===== src/rtl/latency_pipe_scheduler_pkg.sv =====
// Shared definitions for the latency pipe scheduler: default parameters,
// requester-id width helper and the response FIFO entry layout.
package latency_pipe_scheduler_pkg;

   localparam int DEFAULT_WIDTH      = 32;
   localparam int DEFAULT_LATENCY    = 4;
   localparam int DEFAULT_NUM_REQ    = 4;
   localparam int DEFAULT_FIFO_DEPTH = 8;

   // Bits needed to name one requester (never less than one bit).
   function automatic int id_width(input int num_req);
      return (num_req > 1) ? $clog2(num_req) : 1;
   endfunction

   localparam int DEFAULT_ID_W = id_width(DEFAULT_NUM_REQ);

   // Response FIFO entry at the default configuration: owning requester + result.
   // The top mirrors this layout with its own parameter-sized widths.
   typedef struct packed {
      logic [DEFAULT_ID_W-1:0]  id;
      logic [DEFAULT_WIDTH-1:0] data;
   } fifo_entry_t;

endpackage


===== src/rtl/latency_pipe_scheduler_if.sv =====
// Bundles the requester, shared-unit and response signals of the scheduler.
// slave = scheduler side, master = requesters plus the fixed-latency unit.
interface latency_pipe_scheduler_if #(
   parameter int WIDTH   = latency_pipe_scheduler_pkg::DEFAULT_WIDTH,
   parameter int NUM_REQ = latency_pipe_scheduler_pkg::DEFAULT_NUM_REQ
);
   logic [NUM_REQ-1:0]       req_valid;
   logic [NUM_REQ-1:0]       req_ready;
   logic [NUM_REQ*WIDTH-1:0] req_in1;
   logic [NUM_REQ*WIDTH-1:0] req_in2;
   logic                     unit_valid;
   logic [WIDTH-1:0]         unit_in1;
   logic [WIDTH-1:0]         unit_in2;
   logic [WIDTH-1:0]         unit_out;
   logic [NUM_REQ-1:0]       rsp_valid;
   logic [NUM_REQ-1:0]       rsp_ready;
   logic [WIDTH-1:0]         rsp_data;

   modport slave (
      input  req_valid, req_in1, req_in2, unit_out, rsp_ready,
      output req_ready, unit_valid, unit_in1, unit_in2, rsp_valid, rsp_data
   );

   modport master (
      output req_valid, req_in1, req_in2, unit_out, rsp_ready,
      input  req_ready, unit_valid, unit_in1, unit_in2, rsp_valid, rsp_data
   );
endinterface


===== src/rtl/latency_pipe_scheduler_rr_arbiter.sv =====
// Round-robin arbiter: one-hot grant to the first valid requester at or after
// the priority pointer; the pointer moves past the winner when i_advance is set.
module rr_arbiter
   import latency_pipe_scheduler_pkg::*;
#(
   parameter  int NUM_REQ = DEFAULT_NUM_REQ,
   localparam int ID_W    = id_width(NUM_REQ)
) (
   input  logic               i_clock,
   input  logic               i_reset,      // active-low, synchronous
   input  logic [NUM_REQ-1:0] i_req,
   input  logic               i_advance,
   output logic [NUM_REQ-1:0] o_grant,
   output logic [ID_W-1:0]    o_grant_id
);

   logic [ID_W-1:0] r_ptr;
   logic            w_found;

   // Scan requesters in circular order from the pointer; first valid one wins.
   always_comb begin
      o_grant    = '0;
      o_grant_id = '0;
      w_found    = 1'b0;
      for (int k = 0; k < NUM_REQ; k++) begin
         if (!w_found && i_req[(int'(r_ptr) + k) % NUM_REQ]) begin
            w_found                                = 1'b1;
            o_grant[(int'(r_ptr) + k) % NUM_REQ]   = 1'b1;
            o_grant_id                             = ID_W'((int'(r_ptr) + k) % NUM_REQ);
         end
      end
   end

   // Priority pointer: winner+1 (mod NUM_REQ) after each accept, 0 on reset.
   always_ff @(posedge i_clock) begin
      if (!i_reset) begin
         r_ptr <= '0;
      end else if (i_advance) begin
         r_ptr <= (o_grant_id == ID_W'(NUM_REQ - 1)) ? '0 : o_grant_id + 1'b1;
      end
   end

endmodule


===== src/rtl/latency_pipe_scheduler.sv =====
// Shares one fixed-latency unit among NUM_REQ requesters. Accepted requests are
// issued from a register, their requester id rides a LATENCY-deep tag pipe, and
// results land in an in-order response FIFO. Credit counts everything in flight
// so the FIFO can never overflow.
// Optional: define LATENCY_PIPE_SCHEDULER_STATS_EN for accept/stall counters.
module latency_pipe_scheduler
   import latency_pipe_scheduler_pkg::*;
#(
   parameter int WIDTH      = DEFAULT_WIDTH,
   parameter int LATENCY    = DEFAULT_LATENCY,
   parameter int NUM_REQ    = DEFAULT_NUM_REQ,
   parameter int FIFO_DEPTH = DEFAULT_FIFO_DEPTH
) (
   input  logic        i_clock,
   input  logic        i_reset,            // active-low, synchronous
`ifdef LATENCY_PIPE_SCHEDULER_STATS_EN
   output logic [31:0] o_stat_issued,
   output logic [31:0] o_stat_stall,
`endif
   latency_pipe_scheduler_if.slave bus
);

   localparam int ID_W  = id_width(NUM_REQ);
   localparam int PTR_W = $clog2(FIFO_DEPTH);
   localparam int CNT_W = $clog2(FIFO_DEPTH + LATENCY + 2) + 1;

   typedef struct packed {
      logic [ID_W-1:0]  id;
      logic [WIDTH-1:0] data;
   } entry_t;

   logic [NUM_REQ-1:0] w_grant;
   logic [ID_W-1:0]    w_grant_id;
   logic               w_credit;
   logic               w_accept;
   logic [CNT_W-1:0]   w_inflight;

   logic               r_iss_valid;
   logic [ID_W-1:0]    r_iss_id;
   logic [WIDTH-1:0]   r_iss_in1;
   logic [WIDTH-1:0]   r_iss_in2;

   logic [LATENCY-1:0] r_tag_v;
   logic [ID_W-1:0]    r_tag_id [LATENCY];

   entry_t             r_mem [FIFO_DEPTH];
   logic [PTR_W-1:0]   r_wr_ptr;
   logic [PTR_W-1:0]   r_rd_ptr;
   logic [PTR_W:0]     r_count;
   entry_t             w_head;
   logic               w_nonempty;
   logic               w_wr;
   logic               w_pop;

   rr_arbiter #(.NUM_REQ(NUM_REQ)) u_arb (
      .i_clock    (i_clock),
      .i_reset    (i_reset),
      .i_req      (bus.req_valid),
      .i_advance  (w_accept),
      .o_grant    (w_grant),
      .o_grant_id (w_grant_id)
   );

   // Count issued-but-unwritten results sitting in the tag pipe.
   always_comb begin
      w_inflight = '0;
      for (int k = 0; k < LATENCY; k++) begin
         w_inflight = w_inflight + CNT_W'(r_tag_v[k]);
      end
   end

   // Credit uses only registered terms, so a pop frees a slot one cycle later.
   assign w_credit = (CNT_W'(r_count) + CNT_W'(r_iss_valid) + w_inflight) < CNT_W'(FIFO_DEPTH);
   assign w_accept = i_reset && w_credit && (|bus.req_valid);
   assign bus.req_ready = w_accept ? w_grant : '0;

   // Issue register: winner's operands go to the unit one cycle after accept.
   always_ff @(posedge i_clock) begin
      if (!i_reset) begin
         r_iss_valid <= 1'b0;
         r_iss_id    <= '0;
         r_iss_in1   <= '0;
         r_iss_in2   <= '0;
      end else begin
         r_iss_valid <= w_accept;
         r_iss_id    <= w_accept ? w_grant_id : '0;
         r_iss_in1   <= w_accept ? bus.req_in1[int'(w_grant_id) * WIDTH +: WIDTH] : '0;
         r_iss_in2   <= w_accept ? bus.req_in2[int'(w_grant_id) * WIDTH +: WIDTH] : '0;
      end
   end

   assign bus.unit_valid = r_iss_valid;
   assign bus.unit_in1   = r_iss_in1;
   assign bus.unit_in2   = r_iss_in2;

   // Tag pipe head: follows the issue register so the last stage lines up with unit_out.
   always_ff @(posedge i_clock) begin
      if (!i_reset) begin
         r_tag_v[0]  <= 1'b0;
         r_tag_id[0] <= '0;
      end else begin
         r_tag_v[0]  <= r_iss_valid;
         r_tag_id[0] <= r_iss_id;
      end
   end

   generate
      for (genvar gi = 1; gi < LATENCY; gi++) begin : g_tag
         // Tag pipe stage gi: plain shift of the previous stage.
         always_ff @(posedge i_clock) begin
            if (!i_reset) begin
               r_tag_v[gi]  <= 1'b0;
               r_tag_id[gi] <= '0;
            end else begin
               r_tag_v[gi]  <= r_tag_v[gi-1];
               r_tag_id[gi] <= r_tag_id[gi-1];
            end
         end
      end
   endgenerate

   assign w_wr       = r_tag_v[LATENCY-1];
   assign w_nonempty = (r_count != '0);
   assign w_head     = r_mem[r_rd_ptr];
   assign w_pop      = w_nonempty && bus.rsp_ready[w_head.id];

   // FIFO storage: capture the unit result with its tag as the tag exits.
   always_ff @(posedge i_clock) begin
      if (w_wr) begin
         r_mem[r_wr_ptr] <= '{id: r_tag_id[LATENCY-1], data: bus.unit_out};
      end
   end

   // FIFO pointers and occupancy; pointers wrap naturally (power-of-two depth).
   always_ff @(posedge i_clock) begin
      if (!i_reset) begin
         r_wr_ptr <= '0;
         r_rd_ptr <= '0;
         r_count  <= '0;
      end else begin
         if (w_wr)  r_wr_ptr <= r_wr_ptr + 1'b1;
         if (w_pop) r_rd_ptr <= r_rd_ptr + 1'b1;
         case ({w_wr, w_pop})
            2'b10:   r_count <= r_count + 1'b1;
            2'b01:   r_count <= r_count - 1'b1;
            default: r_count <= r_count;
         endcase
      end
   end

   assign bus.rsp_valid = (i_reset && w_nonempty) ? (NUM_REQ'(1) << w_head.id) : '0;
   assign bus.rsp_data  = (i_reset && w_nonempty) ? w_head.data : '0;

`ifdef LATENCY_PIPE_SCHEDULER_STATS_EN
   logic        w_stall;
   logic [31:0] r_stat_issued;
   logic [31:0] r_stat_stall;

   assign w_stall = i_reset && (|bus.req_valid) && !w_credit;

   // Saturating counters of accepts and credit-starved cycles.
   always_ff @(posedge i_clock) begin
      if (!i_reset) begin
         r_stat_issued <= '0;
         r_stat_stall  <= '0;
      end else begin
         if (w_accept && !(&r_stat_issued)) r_stat_issued <= r_stat_issued + 1'b1;
         if (w_stall  && !(&r_stat_stall))  r_stat_stall  <= r_stat_stall + 1'b1;
      end
   end

   assign o_stat_issued = r_stat_issued;
   assign o_stat_stall  = r_stat_stall;
`endif

endmodule


===== src/flat_wrapper.sv =====
// flat-port wrapper written by rule: the top's interface ports become plain ports
module latency_pipe_scheduler_flat import latency_pipe_scheduler_pkg::*;
#(
   parameter int WIDTH      = DEFAULT_WIDTH,
   parameter int LATENCY    = DEFAULT_LATENCY,
   parameter int NUM_REQ    = DEFAULT_NUM_REQ,
   parameter int FIFO_DEPTH = DEFAULT_FIFO_DEPTH
)
  (i_clock, i_reset, bus_req_valid, bus_req_in1, bus_req_in2, bus_unit_out, bus_rsp_ready, bus_req_ready, bus_unit_valid, bus_unit_in1, bus_unit_in2, bus_rsp_valid, bus_rsp_data);
  latency_pipe_scheduler_if #(.WIDTH(WIDTH), .NUM_REQ(NUM_REQ)) bus_i ();
  input  logic i_clock;
  input  logic i_reset;
  input wire logic [$bits(bus_i.req_valid)-1:0] bus_req_valid;
  input wire logic [$bits(bus_i.req_in1)-1:0] bus_req_in1;
  input wire logic [$bits(bus_i.req_in2)-1:0] bus_req_in2;
  input wire logic [$bits(bus_i.unit_out)-1:0] bus_unit_out;
  input wire logic [$bits(bus_i.rsp_ready)-1:0] bus_rsp_ready;
  output wire logic [$bits(bus_i.req_ready)-1:0] bus_req_ready;
  output wire logic [$bits(bus_i.unit_valid)-1:0] bus_unit_valid;
  output wire logic [$bits(bus_i.unit_in1)-1:0] bus_unit_in1;
  output wire logic [$bits(bus_i.unit_in2)-1:0] bus_unit_in2;
  output wire logic [$bits(bus_i.rsp_valid)-1:0] bus_rsp_valid;
  output wire logic [$bits(bus_i.rsp_data)-1:0] bus_rsp_data;
  assign bus_i.req_valid = bus_req_valid;
  assign bus_i.req_in1 = bus_req_in1;
  assign bus_i.req_in2 = bus_req_in2;
  assign bus_i.unit_out = bus_unit_out;
  assign bus_i.rsp_ready = bus_rsp_ready;
  assign bus_req_ready = bus_i.req_ready;
  assign bus_unit_valid = bus_i.unit_valid;
  assign bus_unit_in1 = bus_i.unit_in1;
  assign bus_unit_in2 = bus_i.unit_in2;
  assign bus_rsp_valid = bus_i.rsp_valid;
  assign bus_rsp_data = bus_i.rsp_data;
  latency_pipe_scheduler #(.WIDTH(WIDTH), .LATENCY(LATENCY), .NUM_REQ(NUM_REQ), .FIFO_DEPTH(FIFO_DEPTH)) u_core (.i_clock(i_clock), .i_reset(i_reset), .bus(bus_i));
endmodule

===== config.mk =====
export PLATFORM = sky130hd
export DESIGN_NAME = latency_pipe_scheduler_flat
export DESIGN_NICKNAME = d
export VERILOG_FILES = /design/src/rtl/latency_pipe_scheduler_pkg.sv /design/src/rtl/latency_pipe_scheduler_if.sv /design/src/rtl/latency_pipe_scheduler_rr_arbiter.sv /design/src/rtl/latency_pipe_scheduler.sv /design/src/flat_wrapper.sv
export SDC_FILE = /design/constraint.sdc
export NUM_CORES = 1
export LEC_CHECK = 0
export CAP_MARGIN = 20
export CELL_PAD_IN_SITES_DETAIL_PLACEMENT = 0
export CELL_PAD_IN_SITES_GLOBAL_PLACEMENT = 1
export CORE_UTILIZATION = 25
export DETAILED_ROUTE_END_ITERATION = 8
export PLACE_DENSITY_LB_ADDON = 0.1
export SYNTH_ARGS = -nofsm -noshare
export SYNTH_HDL_FRONTEND = slang
export SYNTH_HIERARCHICAL = 1
export SYNTH_SLANG_ARGS = --single-unit

===== constraint.sdc =====
create_clock -name i_clock -period 4.95 [get_ports i_clock]
set_clock_uncertainty 0.1 [all_clocks]
set_input_delay 1.2375 -clock i_clock [delete_from_list [all_inputs] [get_ports i_clock]]
set_output_delay 1.2375 -clock i_clock [all_outputs]
set_load 0.03 [all_outputs]

==> reports/qor.txt <==
Async set-or-reset flop fraction in the synthesized netlist: 0%
R2R Path End: u_core/r_count[3]
Met2 usage: 24.3%
Buffers added on ports: 402
Post-synth top flop: edfxtp_1
Fin Setup TNS: 0 ps
Lkg Pwr: 0.00719 uW
Final Instance Area: 0.0218 sq mm
Relative slew slack: 48.2%
Quantity of gates resized following cts: 0
Fin crit period: 4740 ps
Vias per cell: 4.38
Arrival time of the worst setup path: 3400 ps
CP Cell Sequence: clkdlybuf4s50_1 > mux4_2 > a22oi_1 > nor2_1 > a221o_1 > and2_1 > buf_4
DR iter-0 viols: 401
YS warnings: 6
R2R depth: 11
Syn Inst Count: 847
R2R setup slack: 1150 ps
Status: finished clean
Power density over cell area: 407 mW/mm^2
Netlist cell types: 51
Gr usage total: 14.2%
CP Max Fanout: 12
CTS buffer count: 44
Area Overhead vs Synth: 41.7%
Synth Net Count: 1162
Post-synthesis sequential area ratio: 65.4%
Fin. max-slew vios: 0
RD Place Congestion: 0.744
Setup Crit Path Kind: input port to primary output
CP required: 3610 ps
CTS Root Cell: clkbuf_16
Clock Latency Late Sink: 580 ps
Tcrit/Tclk final: 95.8%
Layout Nets: 1582
Yosys reg bits: 366
VDD IR max: 0.223 mV
Hold path startpoint: u_core/r_tag_id[0][1]
Fmax: 211 MHz
Most common cell after layout, fill and taps aside: clkdlybuf4s50_1
Setup bufs post-CTS: 0
H-tree levels: 2
M3 GR Usage: 4.41%
Maximum clock insertion buffer count: 3
Antenna Cells: 0
WL/cell: 21.4 um
Fin worst setup slack: 210 ps
Slowest stage delay, CP: 650 ps
Yosys top cell area share: 53.1%
Post-synthesis area per instance: 18.1 sq um
Total gr overflow: 0
Die height: 250 um
Share of cells above drive strength 1: 22.1%
EDFF count, synth: 272
Crit start category: input port
Final WL: 44500 um
First-pass GRT wire length: 65100 um
Gr busiest metal: met2
Max-cap violations: 0
Initial antenna violation count: 2
CTS tree: yes
Largest net degree at the start of global routing: 71
Vias: 9126
Core ar.: 0.0606 sq mm
Clock sinks: 366
Worst Tran Pin Value: 777 ps
Worst hold endpoint: u_core/r_tag_id[0][3]
I/O Pins: 403
Clock-pin transition on the worst setup and hold timing paths: 60 ps
Die Width: 250 um
Fill cell count: 5792
DRT antenna net count: 0
DP Wirelength: 29500 um
Post-Place Worst Slack: 254 ps
Synth area leader: edfxtp_1
Drt drc: 0
Initial core utilization: 25.4%
Synthesized cell area: 0.0154 sq mm
GR met1 Demand/Resource: 17.3%
Worst Setup End Kind: primary output
Final Hold Fails: 0
Total power: 8860 uW
Worst hold path class: flip-flop to flip-flop
Hold Path Cell Cnt: 1
DRT Pass-1 Iters: 6
Area of the die: 0.0625 sq mm
Vias in the first global route: 9705
Synth area leaders: edfxtp_1, mux4_2, dfxtp_1
Hold_buf cts: 0
RSZ-0062 raised after global routing: false
Crit-path slowest cell: mux4_2
Finish-stage setup viols: 0
Row count: 90
Most frequent cells in the layout: clkdlybuf4s50_1, edfxtp_1, mux4_2
DP Area: 0.0204 sq mm
[kinds of logic (layout without fill, tap and decap cells)]
kind of cell | count (synthesis) | count (layout) | share of synthesized area [%]
flip-flops | 366 | 366 | 65.4
AND/OR/NAND/NOR | 184 | 184 | 6.57
multiplexers | 178 | 178 | 22.7
buffers and inverters | 65 | 519 | 2.02
AO/OA/AOI/OAI | 32 | 32 | 1.53
adder cells (fa/ha/maj) | 17 | 17 | 1.53
XOR/XNOR | 5 | 5 | 0.285
[cells in the mapped netlist (4+ instances only)]
library cell / count
a21oi_1: 5
a221o_1: 4
a22oi_1: 4
and2_1: 87
buf_1: 4
buf_2: 8
buf_6: 7
clkbuf_1: 34
dfxtp_1: 94
edfxtp_1: 272
ha_1: 14
inv_1: 10
mux2i_1: 38
mux4_2: 135
nand2_1: 15
nand2b_1: 7
nor2_1: 52
nor2b_1: 4
o21ai_0: 6
[registers in the layout, indices dropped and copies added, names as in the netlist, 3 cells and up, named ones only]
signal / count
u_core/bus.unit_in1: 32
u_core/r_wr_ptr: 3
u_core/r_rd_ptr: 3
u_core/r_mem: 272
u_core/r_count: 4
u_core/r_tag_id: 8
u_core/bus.unit_in2: 32
u_core/r_tag_v: 3
[critical path: cells and delay by family]
family,cells,cell delay [ps]
AOI/OAI and AO/OA,2,510
buffers and inverters,2,790
muxes,1,650
and+or+nand+nor,2,220
[where the power goes]
| part | total, uW | switching [uW] | leakage, uW | internal [uW] |
|---|---|---|---|---|
| Clock | 3070 | 1320 | 0.000647 | 1750 |
| Combinational | 2270 | 1060 | 0.00330 | 1210 |
| Sequential | 3530 | 69.6 | 0.00324 | 3460 |
[routing by layer]
| metal | part of all wire (%) | vias to the layer above | wire (um) |
|---|---|---|---|
| li1 | - | 4184 | - |
| met1 | 41 | 4606 | 18300 |
| met2 | 50 | 278 | 22400 |
| met3 | 6.8 | 54 | 3050 |
| met4 | 1.6 | 4 | 703 |
| met5 | 0.052 | - | 23 |
[metrics by stage]
stage | hold slack, ps | std cells | util [%]
2_1_floorplan | 312 | 847 | -
3_3_place_gp | 317 | 2003 | 33.7
3_5_place_dp | 320 | 2003 | 33.7
4_1_cts | 334 | 2083 | 35.9
5_1_grt | 344 | 2083 | 35.9
6_report | 332 | 2083 | 35.9
[worst max path at each step]
| stage | slack (ps) | to | start | cells after the start |
|---|---|---|---|---|
| 3_5_place_dp | 250 | bus_req_ready[1] | bus_req_valid[0] | 8 |
| 2_1_floorplan | 750 | u_core/bus.unit_in1[0] | bus_req_valid[2] | 9 |
| 5_1_grt | 140 | bus_req_ready[0] | bus_req_valid[0] | 8 |
| 6_report | 210 | bus_req_ready[1] | bus_req_valid[2] | 7 |
| 4_1_cts | 250 | bus_req_ready[1] | bus_req_valid[0] | 8 |
| 3_3_place_gp | 290 | bus_req_ready[1] | bus_req_valid[0] | 8 |
[area by class of cell]
class | count | area [sq um] | share of cell area [%]
clock buffer | 55 | 1140 | 5.25
tap | 782 | 978 | 4.49
sequential | 366 | 10100 | 46.2
clock inverter | 25 | 215 | 0.988
timing repair buffer | 428 | 4260 | 19.5
inverter | 11 | 41.3 | 0.190
multi-input combinational | 416 | 5080 | 23.4
(Power assumes the default switching activity.)
